File: config.mk
export PLATFORM = sky130hd
export DESIGN_NAME = mem_port_arbiter
export DESIGN_NICKNAME = d
export VERILOG_FILES = /design/src/rtl/mem_arb_pkg.sv /design/src/rtl/mem_port_arbiter.sv
export SDC_FILE = /design/constraint.sdc
export NUM_CORES = 1
export LEC_CHECK = 0
export ABC_CLOCK_PERIOD_IN_PS = 3800
export BUFFER_PORTS_ARGS = -buffer_cell sky130_fd_sc_hd__buf_2
export CAP_MARGIN = 30
export CELL_PAD_IN_SITES_DETAIL_PLACEMENT = 2
export CELL_PAD_IN_SITES_GLOBAL_PLACEMENT = 2
export CORE_MARGIN = 3
export CORE_UTILIZATION = 23
export CTS_BUF_LIST = sky130_fd_sc_hd__clkbuf_16
export DETAILED_ROUTE_END_ITERATION = 6
export GPL_TIMING_DRIVEN = 1
export PLACE_DENSITY = 0.92
export SYNTH_ARGS = -nofsm -noshare
export SYNTH_HDL_FRONTEND = slang
export SYNTH_SLANG_ARGS = --single-unit
File: constraint.sdc
create_clock -name clk -period 3.8 [get_ports clk]
set_clock_uncertainty 0.1 [all_clocks]
set_input_delay 0.76 -clock clk [delete_from_list [all_inputs] [get_ports clk]]
set_output_delay 0.76 -clock clk [all_outputs]
set_load 0.01 [all_outputs]
File: src/rtl/mem_arb_pkg.sv
// rtl/mem_arb_pkg.sv - shared widths and requester index type for the memory port arbiter
package mem_arb_pkg;

   localparam int ADDR_W_DEF = 4;
   localparam int DATA_W_DEF = 8;

   typedef logic req_idx_t;

   localparam req_idx_t REQ0 = 1'b0;
   localparam req_idx_t REQ1 = 1'b1;

endpackage

File: src/rtl/mem_port_arbiter.sv
// rtl/mem_port_arbiter.sv - two-requester round-robin arbiter onto one external single-port memory
module mem_port_arbiter
   import mem_arb_pkg::*;
#(
   parameter int ADDR_W = ADDR_W_DEF,
   parameter int DATA_W = DATA_W_DEF
) (
   input  logic              clk,
   input  logic              rst_n,

   input  logic              req0_valid,
   input  logic              req0_we,
   input  logic [ADDR_W-1:0] req0_addr,
   input  logic [DATA_W-1:0] req0_wdata,
   output logic              req0_ready,
   output logic              req0_rvalid,
   output logic [DATA_W-1:0] req0_rdata,

   input  logic              req1_valid,
   input  logic              req1_we,
   input  logic [ADDR_W-1:0] req1_addr,
   input  logic [DATA_W-1:0] req1_wdata,
   output logic              req1_ready,
   output logic              req1_rvalid,
   output logic [DATA_W-1:0] req1_rdata,

   output logic              mem_we,
   output logic [ADDR_W-1:0] mem_addr,
   output logic [DATA_W-1:0] mem_wdata,
   input  logic [DATA_W-1:0] mem_rdata
);

   req_idx_t          last_grant;
   req_idx_t          grant_idx;
   logic              grant_any;
   logic              rd_accept;
   logic              rd_pend;
   req_idx_t          rd_idx;
   logic [DATA_W-1:0] rdata0_q;
   logic [DATA_W-1:0] rdata1_q;

   // Reset masks every grant so nothing can be accepted while rst_n is low.
   always_comb begin
      grant_any = 1'b0;
      grant_idx = REQ0;
      if (rst_n) begin
         if (req0_valid && req1_valid) begin
            grant_any = 1'b1;
            grant_idx = ~last_grant;
         end else if (req0_valid) begin
            grant_any = 1'b1;
            grant_idx = REQ0;
         end else if (req1_valid) begin
            grant_any = 1'b1;
            grant_idx = REQ1;
         end
      end
   end

   assign req0_ready = grant_any && (grant_idx == REQ0);
   assign req1_ready = grant_any && (grant_idx == REQ1);

   always_comb begin
      mem_we    = 1'b0;
      mem_addr  = '0;
      mem_wdata = '0;
      if (grant_any) begin
         if (grant_idx == REQ1) begin
            mem_we    = req1_we;
            mem_addr  = req1_addr;
            mem_wdata = req1_wdata;
         end else begin
            mem_we    = req0_we;
            mem_addr  = req0_addr;
            mem_wdata = req0_wdata;
         end
      end
   end

   assign rd_accept = grant_any && !mem_we;

   always_ff @(posedge clk) begin
      if (!rst_n) begin
         last_grant <= REQ1;
         rd_pend    <= 1'b0;
         rd_idx     <= REQ0;
         rdata0_q   <= '0;
         rdata1_q   <= '0;
      end else begin
         if (grant_any) begin
            last_grant <= grant_idx;
         end
         rd_pend <= rd_accept;
         rd_idx  <= grant_idx;
         if (req0_rvalid) begin
            rdata0_q <= mem_rdata;
         end
         if (req1_rvalid) begin
            rdata1_q <= mem_rdata;
         end
      end
   end

   // Gating with rst_n drops a response whose read was accepted just before reset.
   assign req0_rvalid = rst_n && rd_pend && (rd_idx == REQ0);
   assign req1_rvalid = rst_n && rd_pend && (rd_idx == REQ1);

   // Memory read data is registered externally, so it passes straight through in the response cycle.
   assign req0_rdata = req0_rvalid ? mem_rdata : rdata0_q;
   assign req1_rdata = req1_rvalid ? mem_rdata : rdata1_q;

endmodule

## After elaboration in Yosys (flattened, before gate mapping)

Cells that the tools add are included.

| storage, ports and cells | value |
|---|---|
| input bits | 38 |
| word-level logic and storage cells | 31 |
| register bits | 19 |

| cells by class | value |
|---|---|
| muxes and demuxes | 15 |
| bitwise logic cells | 3 |
| reduce and logical (&&, ||, !) cells | 8 |

Operators by type and width:

| operator | number |
|---|---|
| $mux 8 | 4 |
| $mux 1 | 9 |
| $mux 4 | 2 |
| $logic_and 1x1->1 | 7 |
| $not 1->1 | 3 |
| $logic_not 1->1 | 1 |

## Longest topological paths before layout

Gate-level depths: netlist of the first run.

| logic depth | value |
|---|---|
| depth in word-level cells | 8 |
| mapped depth | 4 |
| depth with buffers taken out | 3 |

## Worst setup path after synthesis of the first run

Ideal clock, no wire load.

| path | value |
|---|---|
| path kind | input-to-output |
| from | input port req1_valid |
| to | output port mem_addr[0] |
| stages on the path | 4 |
| slack | 1564 ps |
| buffers on the path | 1 |
| arrival | 1376 ps |
| cell sequence | inv_1 o21ai_1 buf_4 o22ai_1 |

| on the way | value |
|---|---|
| longest elaborated chain between the ends | 6 |
| elaborated cells between the ends (all ways) | 10 |

RTL lines:

| what | line | text |
|---|---|---|
| start, declared | mem_port_arbiter.sv:19 | `input logic req1_valid,` |
| $mux 1 | mem_port_arbiter.sv:53 | `end else if (req1_valid) begin` |
| $mux 1 | mem_port_arbiter.sv:50 | `end else if (req0_valid) begin` |
| $mux 1 | mem_port_arbiter.sv:47 | `if (req0_valid && req1_valid) begin` |
| $mux 1 | mem_port_arbiter.sv:46 | `if (rst_n) begin` |
| $mux 4 | mem_port_arbiter.sv:68 | `if (grant_idx == REQ1) begin` |
| $mux 4 (*) | mem_port_arbiter.sv:67 | `if (grant_any) begin` |
| end, declared | mem_port_arbiter.sv:28 | `output logic [ADDR_W-1:0] mem_addr,` |

Every way passes the cells marked *; elsewhere a longest branch is shown, timed or not.

## Worst setup path in the final report of the first run

| path | value |
|---|---|
| from | input port rst_n |
| to | output port req0_rdata[5] |

| on the way | value |
|---|---|
| longest elaborated chain between the ends | 3 |

RTL lines:

| what | line | text |
|---|---|---|
| start, declared | mem_port_arbiter.sv:9 | `input logic rst_n,` |
| $logic_and 1x1->1 (2 in a row) | mem_port_arbiter.sv:105 | `assign req0_rvalid = rst_n && rd_pend && (rd_idx == REQ0);` |
| $mux 8 | n/a |  |
| end, declared | mem_port_arbiter.sv:17 | `output logic [DATA_W-1:0] req0_rdata,` |

Every way passes these cells.

==> summary.txt, run 1 <==
=================================================================================
Top Ports                                                                      71
Minimum clock period                                                      2940 ps
Global placer's final weighted congestion                                   0.718
Worst hold margin                                                          368 ps
Post-detailed-route via-to-cell ratio                                        4.68
Detailed Place HPWL                                                       3000 um
Min-delay worst type                                                      reg2reg
Average wire per cell in the routed design                                15.3 um
Synth Cell Area                                                      0.00113 mm^2
Number of rows in the core area                                                24
Endpoints failing hold                                                          0
Flip-flop and latch count after synthesis                                      19
Depth of the most critical reg-to-reg path                                      3
Net switching share of the total power                                      0.271
Violation count after the first detailed-routing iteration                     43
Startpoint of the worst-slack reg-to-reg timing path                      rd_pend
Number of gates resized after CTS                                               0
Destination of the critical timing path                              req0_rdata[5]
Number of filler instances in the final layout                                551
Sequential share of the synthesized area                                    0.337
Syn_area_per_cell                                                       7.94 um^2
Clock Pin Slew Worst Setup and Hold Paths                                   50 ps
Maximum capacitance violations                                                  0
Pin count of the biggest net entering global routing                           32
Total length of routed wires                                              4180 um
Placed Cells incl. Taps                                                       268
Setup Buffers After CTS                                                         0
Critical Path RT                                                          2940 ps
Dpl ws                                                                     836 ps
H-Tree Level Count                                                              1
Library cells used by synthesis                                                19
Area growth from synthesis to final layout                                  40.2%
Clock root buffer master                                             sky130_fd_sc_hd__clkbuf_16
Global-route wire length before repair                                    7160 um
Source-to-sink clock delay at the later pin of the worst-skew pair         250 ps
Largest driver fanout on the critical path                                     31
Remaining antenna violation count after routing                                 0
Part of the power in the clock network                                      0.404
Destination of the worst register-to-register timing path             rdata0_q[4]
CTS sink count                                                                 19
Deepest clock path buffer count                                                 2
Critical Path Start                                                         rst_n
Via count of the first global-routing pass                                  1,409
Seq pwr share                                                               0.395
Number of antenna violations at the first check in global routing               0
P_sw                                                                     0.147 mW
Class of the most critical setup path                                      in2out
Power after layout                                                       0.544 mW
Overall global routing resource usage                                       0.150
DRC errors left                                                                 0
Post-route worst setup slack                                               861 ps
Post-route non-filler standard cell count                                     272
Core ar.                                                             0.00453 mm^2
Startpoint kind of the worst setup timing path                          input pin
Die Outline Area                                                     0.00578 mm^2
Number of max-slew violations in the final report                               0
Clock tree from TritonCTS                                                     yes
Leak Pwr                                                                 0.794 nW
Final core area utilization                                                 0.349
Number of buffers created by CTS                                                3
CTS Hold Buffers Added                                                          0
Multi-input gate area in the final layout                                666 um^2
Worst voltage drop across the vdd grid                                   0.144 mV
Relative slew margins                                                       0.321
Number of diodes                                                                0
Part of the power in combinational logic                                    0.202
Status                                                                  completed
Final instance area                                                  0.00158 mm^2
Height of the die                                                         76.0 um
Setup slack of the worst register-to-register path                        1630 ps
Area occupied by registers                                               380 um^2
Number of iterations in the first detailed-routing pass                         4
Yosys synthesis warning count                                                   0
RSZ-0062 raised after global routing                                           no
Nets@finish                                                                   246
Port-buffer cells                                                              70
Final setup fails                                                               0
Pwr per Cell Area                                                     344 mW/mm^2
Ratio of final minimum period to clock period                               0.773
Total negative setup slack                                                   0 ps
Post-detailed-placement cell area                                    0.00150 mm^2
Die width                                                                 76.0 um
Arrival time of data at the critical path endpoint                        2080 ps
Via count                                                                   1,273
Maximum achievable frequency                                              340 MHz
P_int                                                                    0.397 mW
Cell count after synthesis                                                    142
Critical path capture point type                                      output port
Initial cell density of the core                                            0.249
Gr ovfl total                                                                   0
Worst Max-Slew Pin Slew                                                   1020 ps
Synth Net Count                                                               180
Layout cell share with drive strength beyond 1                              0.449
=================================================================================
-- area by class of cell --
| type | instances | area share |
|---|---|---|
| Multi-Input combinational cell | 109 | 0.421 |
| Timing Repair Buffer | 71 | 0.226 |
| Tap cell | 65 | 0.0515 |
| Clock buffer | 3 | 0.0475 |
| Sequential cell | 19 | 0.241 |
| Clock inverter | 1 | 0.00317 |
| Inverter | 4 | 0.00950 |
-- cell usage after synthesis, drive strengths merged --
cell type | number | area, um^2
nand2 | 38 | 143
dfxtp | 19 | 380
mux2 | 16 | 180
o22ai | 13 | 81.3
nor2 | 11 | 41.3
buf | 9 | 62.6
nand3 | 9 | 57.6
a21oi | 8 | 40.0
mux2i | 8 | 80.1
inv | 4 | 15.0
o21ai | 2 | 10.0
clkbuf | 1 | 3.75
nand2b | 1 | 6.26
nand3b | 1 | 11.3
nor2b | 1 | 6.26
o32ai | 1 | 8.76
-- sequential cells by signal, summed over array words and instances (netlist names) --
signal	flops
rd_pend	1
rd_idx	1
rdata1_q	8
rdata0_q	8
last_grant	1
-- cell usage in the layout (no fill, tap or decap) --
cell	netlist	routed
sky130_fd_sc_hd__nand3_4	1	1
sky130_fd_sc_hd__mux2i_1	8	8
sky130_fd_sc_hd__mux2_2	16	16
sky130_fd_sc_hd__buf_4	7	1
sky130_fd_sc_hd__a21oi_1	8	8
sky130_fd_sc_hd__nand2_1	38	38
sky130_fd_sc_hd__nand3b_2	1	1
sky130_fd_sc_hd__nand3_1	8	8
sky130_fd_sc_hd__o21ai_1	1	1
sky130_fd_sc_hd__buf_2	2	70
sky130_fd_sc_hd__nor2b_1	1	1
sky130_fd_sc_hd__clkbuf_16	0	3
sky130_fd_sc_hd__inv_1	4	4
sky130_fd_sc_hd__clkinv_2	0	1
sky130_fd_sc_hd__nor2_1	11	11
sky130_fd_sc_hd__o32ai_1	1	1
sky130_fd_sc_hd__o22ai_1	13	13
sky130_fd_sc_hd__o21ai_0	1	1
sky130_fd_sc_hd__dfxtp_1	19	19
sky130_fd_sc_hd__nand2b_1	1	1
-- worst min-delay path by stage --
stage / end / cells past startpoint / slack, ps / from
final: rdata1_q[0] / 2 / 370 / rdata1_q[0]
after global routing: rdata1_q[3] / 2 / 400 / rdata1_q[3]
after CTS: rdata1_q[0] / 2 / 380 / rdata1_q[0]
after detailed placement: rdata1_q[7] / 2 / 350 / rdata1_q[7]
after global placement: rdata1_q[3] / 2 / 340 / rdata1_q[3]
after floorplan: rdata1_q[0] / 2 / 330 / rdata1_q[0]
-- power by group through the flow --
stage / combinational, mW / clock (mW) / sequential, mW
after floorplan: 0.0667 / 0 / 0.214
after global placement: 0.106 / 0 / 0.219
after detailed placement: 0.111 / 0 / 0.219
after CTS: 0.112 / 0.221 / 0.215
after global routing: 0.124 / 0.231 / 0.216
final: 0.110 / 0.220 / 0.215
-- kinds of logic after synthesis --
logic type / Yosys count / synth area share
compound gates: 24 / 0.124
buf+inv: 14 / 0.0721
flops: 19 / 0.337
simple gates: 61 / 0.235
mux: 24 / 0.231
-- critical path: stages --
cell and delay, ps:
sky130_fd_sc_hd__buf_2 430, sky130_fd_sc_hd__nand3b_2 350, sky130_fd_sc_hd__mux2_2 380, sky130_fd_sc_hd__buf_2 150
-- routing by layer --
layer / global-route usage / vias up / routed length, um
li1: - / 621 / -
met1: 0.168 / 596 / 1790
met2: 0.288 / 54 / 2110
met3: 0.0343 / 2 / 256
met4: 0.0272 / 0 / 20
met5: 0 / - / 0
(Power assumes the default switching activity.)
==> inputs of run 2 (changes only) <==
- ABC_AREA: not set -> 1
- ABC_CLOCK_PERIOD_IN_PS: 3800 -> 2400
- CORE_UTILIZATION: 23 -> 16
- PLACE_DENSITY: 0.92 -> 0.81
- clock period: 3.8 -> 2.4 ns (I/O delays scaled with it)
==> run 2 against run 1 <==
  * Clock-buffer cell count stayed put
  * Critical path depth did not move
  * Utilization is 9.6 points lower
  * Setup slack worse by 540 ps
  * Die area rose by 25%
  * Clock power is 55% higher
  * Hold slack gained 2.7 ps
  * Via count grew 1.9%
  * Flip-flop and latch count unchanged
  * Routed wire length shrank 11%
==> summary.txt, run 2 <==
=================================================================================================================
Clock tree from TritonCTS                                                                                     yes   unchanged
DRC errors left                                                                                                 0   unchanged
Most frequent cells in the layout                                                                    70 x sky130_fd_sc_hd__buf_2, 62 x sky130_fd_sc_hd__nand2_1, 21 x sky130_fd_sc_hd__inv_1   was 70 x sky130_fd_sc_hd__buf_2, 38 x sky130_fd_sc_hd__nand2_1, 19 x sky130_fd_sc_hd__dfxtp_1
Relative slew margins                                                                                       0.702   was 0.321
Setup slack of the worst register-to-register path                                                        1090 ps   was 1630 ps
Number of buffers created by CTS                                                                                3   unchanged
Area growth from synthesis to final layout                                                                  51.0%   was 40.2%
Final setup fails                                                                                               0   unchanged
Arrival time of data at the critical path endpoint                                                        1500 ps   was 2080 ps
Minimum clock period                                                                                      2080 ps
Source-to-sink clock delay at the later pin of the worst-skew pair                                         250 ps   about the same
Post-detailed-route via-to-cell ratio                                                                        4.20   was 4.68
Die width                                                                                                 85.1 um   was 76.0 um
Library cells used by synthesis                                                                                18   was 19
Min-delay worst type                                                                                       in2reg   was reg2reg
Worst voltage drop across the vdd grid                                                                   0.216 mV   was 0.144 mV
Largest area contributor in the synthesized netlist                                                  sky130_fd_sc_hd__dfxtp_1   unchanged
Ratio of final minimum period to clock period                                                               0.867
Number of rows in the core area                                                                                28   was 24
Startpoint of the lowest-slack hold path                                                                    rst_n   was rdata1_q[0]
Destination of the worst register-to-register timing path                                             rdata1_q[6]   was rdata0_q[4]
Height of the die                                                                                         85.1 um   was 76.0 um
Via count                                                                                                   1,297   was 1,273
Yosys top cell area share                                                                                   0.380   was 0.337
Largest driver fanout on the critical path                                                                     17   was 31
Synth Net Count                                                                                               201   was 180
Class of the most critical setup path                                                                     reg2out   was in2out
Ranking of synthesized cells by instance count                                                       62 x sky130_fd_sc_hd__nand2_1, 21 x sky130_fd_sc_hd__inv_1, 19 x sky130_fd_sc_hd__dfxtp_1   was 38 x sky130_fd_sc_hd__nand2_1, 19 x sky130_fd_sc_hd__dfxtp_1, 16 x sky130_fd_sc_hd__mux2_2
RSZ-0062 raised after global routing                                                                           no   unchanged
Share of the synthesized area in compound gates (AO/OA/AOI/OAI)                                            0.0988   was 0.124
Most frequent standard cell in the layout excluding fill and tap cells                               sky130_fd_sc_hd__buf_2   unchanged
Seq pwr share                                                                                               0.400   was 0.395
Number of gates resized after CTS                                                                               0   unchanged
Leak Pwr                                                                                                 0.949 nW   was 0.794 nW
P_sw                                                                                                     0.213 mW   was 0.147 mW
Total negative setup slack                                                                                   0 ps   unchanged
Top delay family on crit path                                                                          flip-flops   was buffers and inverters
Global-route wire length before repair                                                                    6310 um   was 7160 um
Cell count after synthesis                                                                                    163   was 142
Layout cell share with drive strength beyond 1                                                              0.355   was 0.449
Combinational family with the most area after synthesis                                              simple AND/OR/NAND/NOR gates   unchanged
Delay contributed by the slowest stage of the critical path                                                410 ps   was 430 ps
Startpoint of the worst-slack reg-to-reg timing path                                                       rd_idx   was rd_pend
Violation count after the first detailed-routing iteration                                                     35   was 43
Arithmetic-cell share of the synthesized area counting full adders, half adders and majority gates              0   unchanged
Fraction of registers with async set/reset                                                                      0   unchanged
Gr ovfl total                                                                                                   0   unchanged
Largest regs                                                                                         rdata0_q (8), rdata1_q (8)   unchanged
Worst path buffer plus inverter count                                                                           2   unchanged
Maximum achievable frequency                                                                              480 MHz
Endpoints failing hold                                                                                          0   unchanged
Port-buffer cells                                                                                              70   unchanged
Remaining antenna violation count after routing                                                                 0   unchanged
Synth Cell Area                                                                                      0.00100 mm^2   was 0.00113 mm^2
Startpoint kind of the worst setup timing path                                                          flip-flop   was input pin
Status                                                                                                  completed   unchanged
Critical Path RT                                                                                          1820 ps   was 2940 ps
Worst Max-Slew Pin Slew                                                                                    447 ps   was 1020 ps
Worst hold path endpoint                                                                               last_grant   was rdata1_q[0]
H-Tree Level Count                                                                                              1   unchanged
Top_reg_cell synth                                                                                   sky130_fd_sc_hd__dfxtp_1   unchanged
Part of the power in the clock network                                                                      0.414   was 0.404
Total length of routed wires                                                                              3710 um   was 4180 um
Xor/xnor cell area share of the yosys netlist                                                                   0   unchanged
CTS Hold Buffers Added                                                                                          0   unchanged
Setup Buffers After CTS                                                                                         0   unchanged
Most frequently used cell type in the post-synthesis netlist                                         sky130_fd_sc_hd__nand2_1   unchanged
Flip-flop and latch count after synthesis                                                                      19   unchanged
CTS sink count                                                                                                 19   unchanged
Nets@finish                                                                                                   273   was 246
Clock Pin Slew Worst Setup and Hold Paths                                                                   50 ps   about the same
Largest cells by area after synthesis                                                                sky130_fd_sc_hd__dfxtp_1 38%, sky130_fd_sc_hd__nand2_1 23%, sky130_fd_sc_hd__inv_1 7.9%, sky130_fd_sc_hd__nand3_1 6.5%, sky130_fd_sc_hd__nor2_1 6.0%   was sky130_fd_sc_hd__dfxtp_1 34%, sky130_fd_sc_hd__mux2_2 16%, sky130_fd_sc_hd__nand2_1 13%, sky130_fd_sc_hd__o22ai_1 7.2%, sky130_fd_sc_hd__mux2i_1 7.1%
Detailed Place HPWL                                                                                       3110 um   was 3000 um
Number of diodes                                                                                                0   unchanged
Ordered list of cells on the worst path                                                              nand3_2 > o21ai_1 > inv_1 > buf_2   was buf_2 > nand3b_2 > mux2_2 > buf_2
Multiplexer share of the synthesized area                                                                       0   was 0.231
P_int                                                                                                    0.612 mW   was 0.397 mW
Number of flops mapped to enable cells by yosys                                                                 0   unchanged
Die Outline Area                                                                                     0.00724 mm^2   was 0.00578 mm^2
Net switching share of the total power                                                                      0.258   was 0.271
Part of the power in combinational logic                                                                    0.186   was 0.202
Number of filler instances in the final layout                                                                751   was 551
Worst hold path cell count                                                                                      2   unchanged
Number of antenna violations at the first check in global routing                                               0   unchanged
Maximum capacitance violations                                                                                  0   unchanged
Syn_area_per_cell                                                                                       6.14 um^2   was 7.94 um^2
Top Ports                                                                                                      71   unchanged
Average wire per cell in the routed design                                                                12.0 um   was 15.3 um
Initial cell density of the core                                                                            0.167   was 0.249
Deepest clock path buffer count                                                                                 2   unchanged
Clock root buffer master                                                                             sky130_fd_sc_hd__clkbuf_16   unchanged
Number of iterations in the first detailed-routing pass                                                         2   was 4
Core ar.                                                                                             0.00599 mm^2   was 0.00453 mm^2
Critical path capture point type                                                                      output port   unchanged
Simple-gate area share of the yosys netlist                                                                 0.406   was 0.235
Yosys synthesis warning count                                                                                   0   unchanged
Via count of the first global-routing pass                                                                  1,419   was 1,409
Overall global routing resource usage                                                                       0.106   was 0.150
CP max stage cell                                                                                    sky130_fd_sc_hd__dfxtp_1   was sky130_fd_sc_hd__buf_2
Sequential share of the synthesized area                                                                    0.380   was 0.337
Pin count of the biggest net entering global routing                                                           18   was 32
Number of max-slew violations in the final report                                                               0   unchanged
Final core area utilization                                                                                 0.252   was 0.349
Global placer's final weighted congestion                                                                   0.692   was 0.718
Pwr per Cell Area                                                                                     546 mW/mm^2   was 344 mW/mm^2
Depth of the most critical reg-to-reg path                                                                      3   unchanged
=================================================================================================================
-- run 2: changes by cell type after synthesis, moves of 2 or more --
cell / previous run / this run
sky130_fd_sc_hd__nand3b_1: 0 / 2
sky130_fd_sc_hd__mux2_2: 16 / 0
sky130_fd_sc_hd__o22ai_1: 13 / 0
sky130_fd_sc_hd__nand3_1: 8 / 13
sky130_fd_sc_hd__inv_2: 0 / 2
sky130_fd_sc_hd__nor2_1: 11 / 16
sky130_fd_sc_hd__o21ai_1: 1 / 8
sky130_fd_sc_hd__inv_1: 4 / 21
sky130_fd_sc_hd__buf_4: 7 / 2
sky130_fd_sc_hd__nand2_1: 38 / 62
sky130_fd_sc_hd__mux2i_1: 8 / 0
-- run 2: worst max-delay path by stage --
stage,end,depth (start not counted),startpoint
after global placement,mem_we,8,rst_n
after CTS,req1_rdata[6],4,rd_idx
final,req1_rdata[6],4,rd_idx
after detailed placement,mem_we,7,req0_valid
after global routing,req1_rdata[6],4,rd_idx
after floorplan,mem_addr[0],5,rst_n
-- run 2: cell families after synthesis --
| logic type | count (synthesis) |
|---|---|
| compound gates | 19 |
| buf+inv | 28 |
| simple gates | 97 |
| flops | 19 |
-- run 2: stage by stage --
| stage | hold slack [ps] | power, mW | setup slack, ps | instance area (um^2) | std cells |
|---|---|---|---|---|---|
| 6_report | 370 | 0.825 | 318 | 1510 | 309 |
| 5_1_grt | 384 | 0.884 | 146 | 1510 | 309 |
| 4_1_cts | 368 | 0.849 | 280 | 1510 | 309 |
| 3_5_place_dp | 374 | 0.495 | 319 | 1430 | 305 |
| 3_3_place_gp | 361 | 0.490 | 341 | 1430 | 305 |
| 2_1_floorplan | 353 | 0.413 | 769 | 1000 | 163 |
-- run 2: per-layer routing --
metal  wire length, um  share of wire  global-route usage  vias to the layer above
li1                  -              -                   -                      642
met1              1530           0.41               0.120                      594
met2              1770           0.48               0.194                       59
met3               387           0.10              0.0320                        2
met4                19         0.0051              0.0216                        0
met5                 0              0                   0                        -
-- run 2: power by group through the flow --
stage / Sequential (mW) / Combinational (mW) / Clock [mW]
after floorplan: 0.336 / 0.0777 / 0
after global placement: 0.337 / 0.153 / 0
after detailed placement: 0.337 / 0.158 / 0
after CTS: 0.330 / 0.159 / 0.360
after global routing: 0.331 / 0.175 / 0.378
final: 0.330 / 0.154 / 0.341
-- run 2: layout make-up --
| class | instances | area, um^2 | area share |
|---|---|---|---|
| sequential | 19 | 380 | 0.252 |
| timing repair buffer | 72 | 365 | 0.242 |
| clock buffer | 3 | 75.1 | 0.0497 |
| clock inverter | 1 | 5.00 | 0.00331 |
| tap | 75 | 93.8 | 0.0621 |
| inverter | 23 | 86.3 | 0.0571 |
| multi-input combinational | 116 | 505 | 0.334 |
==> inputs of run 3 (changes only) <==
- CORE_ASPECT_RATIO: not set -> 1.4
==> run 3 against run 2 <==
  * Hold slack better by 3.3 ps
  * Flip-flop and latch count stayed put
  * Register-to-register slack hardly changed
  * Clock-buffer cell count stayed put
  * Clock power is 1% higher
  * Critical endpoint is now mem_wdata[1]
  * Critical path depth is 1 higher
  * Routed wire length is 5.2% higher
  * Setup slack worse by 40 ps
  * Maximum frequency is 1.9% lower
  * Final cell count is 1.3% lower
==> summary.txt, run 3 (synthesis gave the netlist of run 2 again) <==
=====================================================================================
Status                                                                      completed   unchanged
Global-route wire length before repair                                        6450 um   was 6310 um
Source-to-sink clock delay at the later pin of the worst-skew pair             250 ps   about the same
Seq pwr share                                                                   0.397   was 0.400
Average wire per cell in the routed design                                    12.8 um   was 12.0 um
Remaining antenna violation count after routing                                     0   unchanged
Top Ports                                                                          71   unchanged
Via count                                                                       1,294   was 1,297
Dpl ws                                                                         288 ps   was 319 ps
Number of filler instances in the final layout                                    774   was 751
CTS sink count                                                                     19   unchanged
Startpoint kind of the worst setup timing path                              flip-flop   unchanged
Final setup fails                                                                   0   unchanged
Part of the power in the clock network                                          0.415   was 0.414
Total negative setup slack                                                       0 ps   unchanged
Initial cell density of the core                                                0.168   was 0.167
Number of antenna violations at the first check in global routing                   0   unchanged
Worst hold margin                                                              374 ps   was 370 ps
RSZ-0062 raised after global routing                                               no   unchanged
Final core area utilization                                                     0.254   was 0.252
Worst voltage drop across the vdd grid                                       0.200 mV   was 0.216 mV
Clock root buffer master                                                 sky130_fd_sc_hd__clkbuf_16   unchanged
Relative slew margins                                                           0.725   was 0.702
Overall global routing resource usage                                           0.113   was 0.106
Number of rows in the core area                                                    33   was 28
Die width                                                                     72.8 um   was 85.1 um
Height of the die                                                             99.6 um   was 85.1 um
Largest driver fanout on the critical path                                         12   was 17
Layout cell share with drive strength beyond 1                                  0.357   was 0.355
Number of max-slew violations in the final report                                   0   unchanged
Clock tree from TritonCTS                                                         yes   unchanged
Post-route non-filler standard cell count                                         305   was 309
Area occupied by registers                                                   380 um^2   unchanged
Port-buffer cells                                                                  70   unchanged
Minimum clock period                                                          2120 ps   was 2080 ps
Pwr per Cell Area                                                         550 mW/mm^2   was 546 mW/mm^2
DRC errors left                                                                     0   unchanged
Nets@finish                                                                       274   was 273
Multi-input gate area in the final layout                                    505 um^2   unchanged
Placed Cells incl. Taps                                                           301   was 305
Arrival time of data at the critical path endpoint                            1540 ps   was 1500 ps
Post-detailed-placement cell area                                        0.00143 mm^2   about the same
Most frequent cells in the layout                                        70 x sky130_fd_sc_hd__buf_2, 62 x sky130_fd_sc_hd__nand2_1, 21 x sky130_fd_sc_hd__inv_1   unchanged
Detailed Place HPWL                                                           3230 um   was 3110 um
Deepest clock path buffer count                                                     2   unchanged
Clock Pin Slew Worst Setup and Hold Paths                                       50 ps   about the same
Setup Buffers After CTS                                                             0   unchanged
Worst Max-Slew Pin Slew                                                        411 ps   was 447 ps
Ratio of final minimum period to clock period                                   0.884   was 0.867
Gr ovfl total                                                                       0   unchanged
Number of iterations in the first detailed-routing pass                             2   unchanged
Largest regs                                                             rdata0_q (8), rdata1_q (8)   unchanged
Global placer's final weighted congestion                                       0.700   was 0.692
P_int                                                                        0.614 mW   was 0.612 mW
Part of the power in combinational logic                                        0.188   was 0.186
Critical path capture point type                                          output port   unchanged
Leak Pwr                                                                     0.954 nW   was 0.949 nW
Post-route worst setup slack                                                   278 ps   was 318 ps
Number of gates resized after CTS                                                   0   unchanged
Endpoints failing hold                                                              0   unchanged
Die Outline Area                                                         0.00725 mm^2   was 0.00724 mm^2
Post-detailed-route via-to-cell ratio                                            4.24   was 4.20
Min-delay worst type                                                           in2reg   unchanged
Pin count of the biggest net entering global routing                               18   unchanged
Class of the most critical setup path                                         reg2out   unchanged
Maximum capacitance violations                                                      0   unchanged
Maximum achievable frequency                                                  471 MHz   was 480 MHz
CTS Hold Buffers Added                                                              0   unchanged
H-Tree Level Count                                                                  1   unchanged
Core ar.                                                                 0.00595 mm^2   was 0.00599 mm^2
Final instance area                                                      0.00151 mm^2   about the same
Number of buffers created by CTS                                                    3   unchanged
Critical Path RT                                                              1820 ps   about the same
Power after layout                                                           0.831 mW   was 0.825 mW
Via count of the first global-routing pass                                      1,433   was 1,419
Area growth from synthesis to final layout                                      51.1%   was 51.0%
Net switching share of the total power                                          0.262   was 0.258
Total length of routed wires                                                  3900 um   was 3710 um
Most frequent standard cell in the layout excluding fill and tap cells   sky130_fd_sc_hd__buf_2   unchanged
Number of diodes                                                                    0   unchanged
Violation count after the first detailed-routing iteration                         28   was 35
P_sw                                                                         0.218 mW   was 0.213 mW
=====================================================================================
-- run 3: path summary, 6_finish.rpt --
| check | startpoint | endpoint | slack (ps) | cells past startpoint |
|---|---|---|---|---|
| setup reg to reg | last_grant | rd_pend | 1090 | 5 |
| setup / recovery | last_grant | mem_wdata[1] | 280 | 5 |
| hold reg to reg | rdata0_q[0] | rdata0_q[0] | 380 | 2 |
| hold / removal | rst_n | last_grant | 370 | 2 |
-- run 3: power by group through the flow --
stage                     logic, mW  registers (mW)  clock network [mW]
after floorplan              0.0777           0.336                   0
after global placement        0.155           0.337                   0
after detailed placement      0.161           0.337                   0
after CTS                     0.161           0.330               0.360
after global routing          0.179           0.331               0.376
final                         0.156           0.330               0.345
-- run 3: routing by layer --
metal  track usage  vias to the layer above  share of wire
met3        0.0243                        4          0.084
met2         0.222                       62           0.55
met1         0.115                      587           0.36
li1              -                      641              -
met5             0                        -              0
met4        0.0298                        0         0.0069
-- run 3: layout make-up --
type | instances | area share
clock buffer | 3 | 0.0496
timing repair buffer | 73 | 0.246
clock inverter | 1 | 0.00331
tap | 70 | 0.0579
inverter | 23 | 0.0571
sequential | 19 | 0.251
multi-input combinational | 116 | 0.334
-- run 3: critical path, cell delays in order (launching register included) --
cell,delay (ps)
sky130_fd_sc_hd__dfxtp_1,400
sky130_fd_sc_hd__nand2_1,170
sky130_fd_sc_hd__nand2_1,340
sky130_fd_sc_hd__nand3_1,170
sky130_fd_sc_hd__nand2_1,80
sky130_fd_sc_hd__buf_2,130
